### src/rtl/io_map_pkg.sv
// Shared IO map definitions: word-select bits, status field layout,
// and the UART transmit FSM state encoding.
package io_map_pkg;

  localparam int IO_LEDS_BIT        = 0;
  localparam int IO_UART_DATA_BIT   = 1;
  localparam int IO_UART_STATUS_BIT = 2;

  localparam int ST_CNT_LSB  = 0;
  localparam int ST_CNT_W    = 5;
  localparam int ST_OVF_BIT  = 7;
  localparam int ST_FULL_BIT = 8;
  localparam int ST_BUSY_BIT = 9;

  typedef enum logic [2:0] {
    TX_IDLE   = 3'd0,
    TX_START  = 3'd1,
    TX_DATA   = 3'd2,
    TX_PARITY = 3'd3,
    TX_STOP   = 3'd4
  } tx_state_e;

  // FIFO occupancy clipped to the width of the status count field.
  function automatic logic [ST_CNT_W-1:0] sat_count(input int unsigned c);
    return (c > 31) ? 5'd31 : 5'(c);
  endfunction

endpackage

### src/rtl/sync_fifo.sv
// Synchronous FIFO with a count register; full/empty derive from the count.
// A push is judged against the full flag at the start of the cycle, so a
// push into a full FIFO is dropped even if a pop happens in the same cycle.
module sync_fifo #(
  parameter int DATA_W = 8,
  parameter int DEPTH  = 16,
  localparam int AW    = $clog2(DEPTH),
  localparam int CW    = AW + 1
)(
  input  logic              clk,
  input  logic              resetn,
  input  logic              i_push,
  input  logic [DATA_W-1:0] i_wdata,
  input  logic              i_pop,
  output logic [DATA_W-1:0] o_rdata,
  output logic              o_full,
  output logic              o_empty,
  output logic [CW-1:0]     o_count
);

  logic [DATA_W-1:0] r_mem [DEPTH];
  logic [AW-1:0]     r_wr_ptr;
  logic [AW-1:0]     r_rd_ptr;
  logic [CW-1:0]     r_count;
  logic              w_push_ok;
  logic              w_pop_ok;

  assign o_full    = (r_count == CW'(DEPTH));
  assign o_empty   = (r_count == '0);
  assign o_count   = r_count;
  assign o_rdata   = r_mem[r_rd_ptr];
  assign w_push_ok = i_push & ~o_full;
  assign w_pop_ok  = i_pop & ~o_empty;

  // Pointers wrap naturally (DEPTH is a power of two); count tracks occupancy.
  always_ff @(posedge clk) begin
    if (!resetn) begin
      r_wr_ptr <= '0;
      r_rd_ptr <= '0;
      r_count  <= '0;
    end else begin
      if (w_push_ok) r_wr_ptr <= r_wr_ptr + AW'(1);
      if (w_pop_ok)  r_rd_ptr <= r_rd_ptr + AW'(1);
      case ({w_push_ok, w_pop_ok})
        2'b10:   r_count <= r_count + CW'(1);
        2'b01:   r_count <= r_count - CW'(1);
        default: r_count <= r_count;
      endcase
    end
  end

  // Storage array is data only and carries no reset.
  always_ff @(posedge clk) begin
    if (w_push_ok) r_mem[r_wr_ptr] <= i_wdata;
  end

endmodule

### src/rtl/io_uart_tx.sv
// Memory-mapped IO block: LED register plus FIFO-buffered UART transmitter.
// Word select is one-hot on io_addr[15:2]; io_rdata is combinational.
// Define IO_UART_PARITY_EN to insert an even-parity bit before the stop bit.
module io_uart_tx
  import io_map_pkg::*;
#(
  parameter int CLK_FREQ_HZ = 27000000,
  parameter int BAUD        = 115200,
  parameter int FIFO_DEPTH  = 16
)(
  input  logic        clk,
  input  logic        resetn,
  input  logic [31:0] io_addr,
  input  logic [31:0] io_wdata,
  input  logic        io_wr,
  output logic [31:0] io_rdata,
  output logic        uart_txd,
  output logic [5:0]  leds
);

  localparam int DIV = CLK_FREQ_HZ / BAUD;
  localparam int BCW = $clog2(DIV);
  localparam int CW  = $clog2(FIFO_DEPTH) + 1;

  logic [13:0]    w_word;
  logic           w_sel_leds, w_sel_data, w_sel_status;
  logic           w_wr_leds, w_wr_data, w_wr_status;
  logic           w_fifo_full, w_fifo_empty, w_pop;
  logic [CW-1:0]  w_fifo_count;
  logic [7:0]     w_fifo_rdata;
  logic [5:0]     r_leds;
  logic           r_ovf;
  tx_state_e      r_state, w_state_nxt;
  logic [BCW-1:0] r_bit_cnt, w_bit_cnt_nxt;
  logic [2:0]     r_bit_idx, w_bit_idx_nxt;
  logic [7:0]     r_shift;
  logic           r_txd, w_txd_cur, w_bit_end, w_busy;
  logic [31:0]    w_rd_status;
  logic           w_unused;

  assign w_word       = io_addr[15:2];
  assign w_sel_leds   = w_word[IO_LEDS_BIT];
  assign w_sel_data   = w_word[IO_UART_DATA_BIT];
  assign w_sel_status = w_word[IO_UART_STATUS_BIT];
  assign w_wr_leds    = io_wr & w_sel_leds;
  assign w_wr_data    = io_wr & w_sel_data;
  assign w_wr_status  = io_wr & w_sel_status;
  assign w_unused     = ^{io_addr[31:16], io_addr[1:0], w_word[13:3], io_wdata[31:8]};

  sync_fifo #(.DATA_W(8), .DEPTH(FIFO_DEPTH)) u_fifo (
    .clk     (clk),
    .resetn  (resetn),
    .i_push  (w_wr_data),
    .i_wdata (io_wdata[7:0]),
    .i_pop   (w_pop),
    .o_rdata (w_fifo_rdata),
    .o_full  (w_fifo_full),
    .o_empty (w_fifo_empty),
    .o_count (w_fifo_count)
  );

  // LED register, loaded by stores to the LEDS word.
  always_ff @(posedge clk) begin
    if (!resetn)        r_leds <= '0;
    else if (w_wr_leds) r_leds <= io_wdata[5:0];
  end

  // Sticky overflow: a dropped push wins over a same-cycle clear.
  always_ff @(posedge clk) begin
    if (!resetn)                          r_ovf <= 1'b0;
    else if (w_wr_data && w_fifo_full)    r_ovf <= 1'b1;
    else if (w_wr_status && io_wdata[0])  r_ovf <= 1'b0;
  end

  assign w_bit_end = (r_bit_cnt == BCW'(DIV - 1));

  // Transmit FSM state and bit timing registers.
  always_ff @(posedge clk) begin
    if (!resetn) begin
      r_state   <= TX_IDLE;
      r_bit_cnt <= '0;
      r_bit_idx <= '0;
    end else begin
      r_state   <= w_state_nxt;
      r_bit_cnt <= w_bit_cnt_nxt;
      r_bit_idx <= w_bit_idx_nxt;
    end
  end

  // Next-state logic; also decides the pop and the line level for this state.
  always_comb begin
    w_state_nxt   = r_state;
    w_bit_cnt_nxt = w_bit_end ? '0 : r_bit_cnt + BCW'(1);
    w_bit_idx_nxt = r_bit_idx;
    w_pop         = 1'b0;
    w_txd_cur     = 1'b1;
    case (r_state)
      TX_IDLE: begin
        w_bit_cnt_nxt = '0;
        if (!w_fifo_empty) begin
          w_pop       = 1'b1;
          w_state_nxt = TX_START;
        end
      end
      TX_START: begin
        w_txd_cur = 1'b0;
        if (w_bit_end) begin
          w_state_nxt   = TX_DATA;
          w_bit_idx_nxt = '0;
        end
      end
      TX_DATA: begin
        w_txd_cur = r_shift[r_bit_idx];
        if (w_bit_end) begin
          if (r_bit_idx == 3'd7) begin
`ifdef IO_UART_PARITY_EN
            w_state_nxt = TX_PARITY;
`else
            w_state_nxt = TX_STOP;
`endif
          end else begin
            w_bit_idx_nxt = r_bit_idx + 3'd1;
          end
        end
      end
`ifdef IO_UART_PARITY_EN
      TX_PARITY: begin
        w_txd_cur = ^r_shift;
        if (w_bit_end) w_state_nxt = TX_STOP;
      end
`endif
      TX_STOP: begin
        if (w_bit_end) w_state_nxt = TX_IDLE;
      end
      default: w_state_nxt = TX_IDLE;
    endcase
  end

  // Frame byte is captured at the pop; held unshifted and indexed per bit.
  always_ff @(posedge clk) begin
    if (w_pop) r_shift <= w_fifo_rdata;
  end

  // Registered line output, one cycle behind the state that drives it.
  always_ff @(posedge clk) begin
    if (!resetn) r_txd <= 1'b1;
    else         r_txd <= w_txd_cur;
  end

  assign uart_txd = r_txd;
  assign leds     = r_leds;
  assign w_busy   = ~w_fifo_empty | (r_state != TX_IDLE);

  // Status word assembly for core loads.
  always_comb begin
    w_rd_status = '0;
    w_rd_status[ST_CNT_LSB +: ST_CNT_W] = sat_count(32'(w_fifo_count));
    w_rd_status[ST_OVF_BIT]  = r_ovf;
    w_rd_status[ST_FULL_BIT] = w_fifo_full;
    w_rd_status[ST_BUSY_BIT] = w_busy;
  end

  assign io_rdata = (w_sel_leds   ? {26'b0, r_leds} : 32'b0) |
                    (w_sel_status ? w_rd_status     : 32'b0);

endmodule

### config.mk
export PLATFORM = sky130hd
export DESIGN_NAME = io_uart_tx
export DESIGN_NICKNAME = d
export VERILOG_FILES = /design/src/rtl/io_map_pkg.sv /design/src/rtl/sync_fifo.sv /design/src/rtl/io_uart_tx.sv
export SDC_FILE = /design/constraint.sdc
export NUM_CORES = 1
export LEC_CHECK = 0
export ABC_AREA = 1
export BUFFER_PORTS_ARGS = -buffer_cell sky130_fd_sc_hd__buf_2
export CAP_MARGIN = 30
export CORE_MARGIN = 2
export CORE_UTILIZATION = 25
export CTS_CLUSTER_SIZE = 25
export DETAILED_ROUTE_END_ITERATION = 7
export HOLD_SLACK_MARGIN = 0.15
export PLACE_DENSITY_LB_ADDON = 0.08
export SLEW_MARGIN = 20
export SYNTH_ARGS = -nofsm -noshare
export SYNTH_HDL_FRONTEND = slang
export SYNTH_SLANG_ARGS = --single-unit
### constraint.sdc
create_clock -name clk -period 2.7 [get_ports clk]
set_clock_uncertainty 0.2 [all_clocks]
set_input_delay 0.54 -clock clk [delete_from_list [all_inputs] [get_ports clk]]
set_output_delay 0.54 -clock clk [all_outputs]
set_load 0.005 [all_outputs]
# Yosys cells after proc, flatten, opt, wreduce, memory -nomap -nowiden
# Memory sizes are Yosys's and may differ from the RTL's. A register that Yosys moved wholly into a read port is not among the register bits.
# Cells that the tools add are included.
# totals
regBits	35
ramBits	128
input_bits	67
output_inout_bits	39
elab_cells	73
mem_count	1
# memory_table
name	depth	width	read_ports	rd_ports_with_merged_regs	write_ports	line	rtl
u_fifo.r_mem	16	8	1	1	1	sync_fifo.sv:21	logic [DATA_W-1:0] r_mem [DEPTH];
# op_classes
addsub	6
n_lt_le_gt_ge	1
eq_ne	14
n_mux	21
bitwise_logic	10
reduce_logical	11
# op_table
op	n
$mux W3	7
$ne A2 B2 Y1 const B	6
$pmux W3 S4	1
$mux W10	1
$or A6 B10 Y10	1
$pmux W5 S2	1
$add A4 B1 Y4 const B	2
$add A8 B1 Y8 const B	1
$eq A8 B8 Y1 const B	1
$mux W1	7
$eq A3 B3 Y1 const B	2
$mux W6	1
$pmux W3 S2	1
$reduce_bool A2 Y1	3
$add A5 B1 Y5 const B	1
$and A1 B1 Y1	5
$eq A5 B5 Y1 const B	1
$logic_not A5 Y1	1
$reduce_and A5 Y1	1
$sub A5 B1 Y5 const B	1
$lt A3 B4 Y1 const B	1
$reduce_and A4 Y1	1
$add A3 B1 Y3 const B	1
$bmux W1 S3	1
other kinds (11)	14

# Depth between registers and ports, before layout
# logic_depth
depth_word	6
depth_mapped	18
mapped_depth_nobuf	18

# By module
# Synthesis repeated with hierarchy kept, for this count alone.
# unflattened
hier_cells	673
hier_area_um2	7652.3
# by_module_without_submodules
module	instances	cells_per_inst	area_each_um2	seq_area_each_um2
sync_fifo	1	475	6078.3	4184.0
io_uart_tx	1	198	1574.0	680.7

# Worst setup path after synthesis
# Ideal clock, no wire load.
# synth_path
kind	flip-flop to flip-flop
from	register u_fifo.r_count[0] (netlist: u_fifo.o_count[0])
to	register u_fifo.r_count[4] (netlist: u_fifo.o_count[4])
setup_time_ps	109
t_arrival_ps	1916
required_time_ps	2391
slack_ps	475
stages_incl_launch_ff	17
n_path_buf	0
period_less_slack_ps	2225
path_cell_list	dfxtp_1 > nor2_1 > nand3_1 > nand2_1 > inv_2 > ha_1 > nand2_1 > inv_1 > nor2_1 > ha_1 > inv_1 > nand2_1 > nand3_1 > nand3_1 > nand3_1 > nand2_1 > inv_1
# synth_via
elab_chain_cells	6
word_cells_on_any_way	14
classes_between	add/sub (2); eq/ne (3); mux (3); bitwise (4); reduce/logical (2)
# synth_lines
element	line	rtl
start: declaration	sync_fifo.sv:24	logic [CW-1:0] r_count;
start signal: assignment	sync_fifo.sv:45	2'b10: r_count <= r_count + CW'(1);
start signal: assignment	sync_fifo.sv:46	2'b01: r_count <= r_count - CW'(1);
start signal: assignment	sync_fifo.sv:47	default: r_count <= r_count;
$logic_not A5 Y1 (*)	sync_fifo.sv:29	assign o_empty = (r_count == '0);
$mux W1 (*)	io_uart_tx.sv:100	if (!w_fifo_empty) begin
$mux W1 (*)	io_uart_tx.sv:97	case (r_state)
via u_fifo.i_pop	sync_fifo.sv:14	input logic i_pop,
$and A1 B1 Y1 (*)	sync_fifo.sv:33	assign w_pop_ok = i_pop & ~o_empty;
$eq A2 B1 Y1 / $eq A2 B2 Y1 (equally long branches)	sync_fifo.sv:44	case ({w_push_ok, w_pop_ok})
$pmux W5 S2 / $reduce_bool A2 Y1 (equally long branches)	n/a	
# The timed path passes the listed nets; every way through them passes the cells marked *.
# A chain may end at the register's enable or synchronous reset.

# Worst setup path after layout
# Same ends and word-level chain as after synthesis.

==> impl_metrics.toml <==
[synth]
ys_seq_elements = 171
synth_warnings = 0
ys_top_cells_by_area = "edfxtp_1, dfxtp_1, nor2_1"
syn_avg_cell_area_um2 = 10.74
synth-edff-count = 136
yosysSeqAreaShare_pct = 64.11
netlist_instances = 695
synth_most_common_cell = "edfxtp_1"
yosys-top-cells-count = "edfxtp_1, nor2_1, nand2_1"
async_flop_share_pct = 0
synth.top_cell.area_share_pct = 54.72
syn_area_um2 = 7463
synth_ff_type = "edfxtp_1"
synth_cell_types = 32
synth_area_leader_cell = "edfxtp_1"

[cts]
cts_tree = "done"
path_clk_slew_ps = 80
cts_sinks = 171
postCtsSetupBuffers = 0
holdBufCountCts = 0
clock_path_buffers = 2
post_cts_resized = 0
cts-root-buf = "clkbuf_16"
htreeDepth = 4
clkLatencyLatePin_ps = 430
cts_buffers = 17

[setup_path]
cp-end-kind = "flop"
reg2reg_setup_slack_ps = 330
r2r-start = "u_fifo.o_count[0]"
required_ps = 2820
r2r_cells = 16
reg2reg_to = "u_fifo.o_count[4]"
worstPathMaxFanout = 6
critPathArrivalTime_ps = 2490
crit_type = "reg -> reg"
start_kind = "flop"

[floorplan]
ios = 106
die_w_um = 176.8
core_area_um2 = 29480
die-area_um2 = 31250
fp-row-count = 63
start_util_pct = 25.32
die_h_um = 176.8

[power]
ir_worst_vdd_uv = 491.9
p_total_uw = 7979
power_density_nw_per_um2 = 914.7
leakagePower_uw = 0.003129

[route]
drt-pass1-iter-count = 4
final_antenna_net_count = 0
route.vias.total = 4958
drc = 0
via_per_inst = 4.330
post_drt_wl_per_cell_um = 16.79
drt-initial-drc-count = 366
wirelength_um = 19220

[worst_hold_path]
holdPathStages = 4
min_to = "r_ovf"
hold_path.startpoint = "io_addr[4]"
hold_path.class = "in -> reg"

[sta]
layout_min_cycle_time_ps = 2370
max_slew_margin_pct = 63.97
tns_ps = 0
setup_violations = 0
period_share_pct = 87.80
clock.fmax_mhz = 421.9
drv_slew = 0
worstMarginPinSlew_ps = 540.5
rsz0062_at_grt = "no"
finalHoldViolations = 0

[layout]
syn_to_final_growth_pct = 16.88
n_antenna_cell = 0
final_nets = 822
drive_above_1_share_pct = 18.01
postLayoutCellArea_um2 = 8723
fin_cells = 1145

[global_routing]
grt_overflow = 0
antenna_found_initial = 0
grt_pass1_wl_um = 29280
grt_start_max_net_pins = 70
grt_pass1_vias = 4747
grtUsageTotal_pct = 12.71

[placement]
hpwl_um = 12240
dpl-instance-area_um2 = 8093
portBuffers = 29
place.gp.congestion = 0.7344
place_inst = 1113

[run]
maxCapViolCount = 0

[outcome]
status = "complete, no violations"
## worst max path at each step
stage / end / startpoint / slack (ps) / cells past startpoint
floorplan: u_fifo.o_count[4] / u_fifo.o_count[0] / 470 / 16
global placement: u_fifo.o_count[4] / io_wr / 320 / 16
detailed placement: u_fifo.o_count[4] / io_wr / 300 / 16
CTS: u_fifo.o_count[4] / u_fifo.o_count[0] / 300 / 16
global route: u_fifo.o_count[4] / u_fifo.o_count[0] / 40 / 16
finish: u_fifo.o_count[4] / u_fifo.o_count[0] / 330 / 16
## layout by cell type (no fill, tap or decap), types with 17 or more instances in the layout
master | synthesis | layout
clkbuf_16 | 0 | 17
o21ai_1 | 34 | 34
nor2_1 | 122 | 122
inv_1 | 28 | 28
buf_2 | 11 | 29
o211ai_1 | 33 | 33
dfxtp_1 | 35 | 33
a21oi_1 | 22 | 22
edfxtp_1 | 136 | 136
nor2_2 | 27 | 27
nand3_1 | 38 | 38
nand2_1 | 65 | 65
o21ai_0 | 53 | 53
buf_4 | 25 | 23
conb_1 | 1 | 23
## flip-flops by register name, summed over array words and instances, names as in the netlist
signal           cells
r_state              3
r_bit_idx            3
r_shift              8
leds                 6
u_fifo.r_wr_ptr      4
u_fifo.r_mem       128
r_bit_cnt            8
u_fifo.o_count       5
u_fifo.r_rd_ptr      4
r_ovf                1
uart_txd             1
## layout make-up
type                    count  area (um2)
clock buffers              17       425.4
clock inverters            15       205.2
fillers                  3084       20760
inverters                  46       177.7
multi-input cells         451        2262
flip-flops and latches    171        4787
well taps                 390       488.0
repair buffers             55       377.9
## logic make-up (layout without fill, tap and decap cells)
| logic type | count (synthesis) | count (layout) | synth area share [%] |
|---|---|---|---|
| and+or+nand+nor | 263 | 263 | 15.19 |
| buffers and inverters | 95 | 133 | 6.689 |
| muxes | 1 | 1 | 0.1341 |
| DFF | 171 | 171 | 64.11 |
| AOI/OAI and AO/OA | 145 | 145 | 10.95 |
| xor gates and xnor gates | 6 | 6 | 0.7041 |
| other | 1 | 23 | 0.05025 |
| adders and majority gates | 13 | 13 | 2.179 |
## through the flow
stage | hold WS, ps | util [%] | setup slack [ps]
6_report | 247.9 | 29.59 | 329.5
3_5_place_dp | 253.1 | 27.45 | 296.2
5_1_grt | 233.4 | 29.59 | 36.17
4_1_cts | 225.7 | 29.59 | 295.9
3_3_place_gp | 250.4 | 27.45 | 324.0
2_1_floorplan | 233.4 | - | 474.9
## metal layers
layer	wire length, um	vias up	GRT usage [%]	share of wire, %
met4	138	0	2.720	0.72
met2	8978	85	20.52	47
met1	9549	2403	17.45	50
met3	557	6	2.835	2.9
li1	-	2464	-	-
met5	0	-	0	0
## worst max-delay path, stage by stage, from the launching register on
cell     delay [ps]
dfxtp_1         370
nor2_1          210
nand3_1         130
nand2_1         110
inv_2            40
ha_1            250
nand2_1         100
inv_1            50
nor2_1          140
ha_1            170
inv_1            40
nand2_1          90
nand3_1         110
nand3_1          80
nand3_1          80
nand2_1          60
inv_1            30
## where the power goes
group	internal [uW]	leakage (uW)	switching, uW
Combinational	717	0.00131	1520
Sequential	3060	0.00152	145
Clock	1350	0.000305	1190
(Power assumes the default switching activity.)
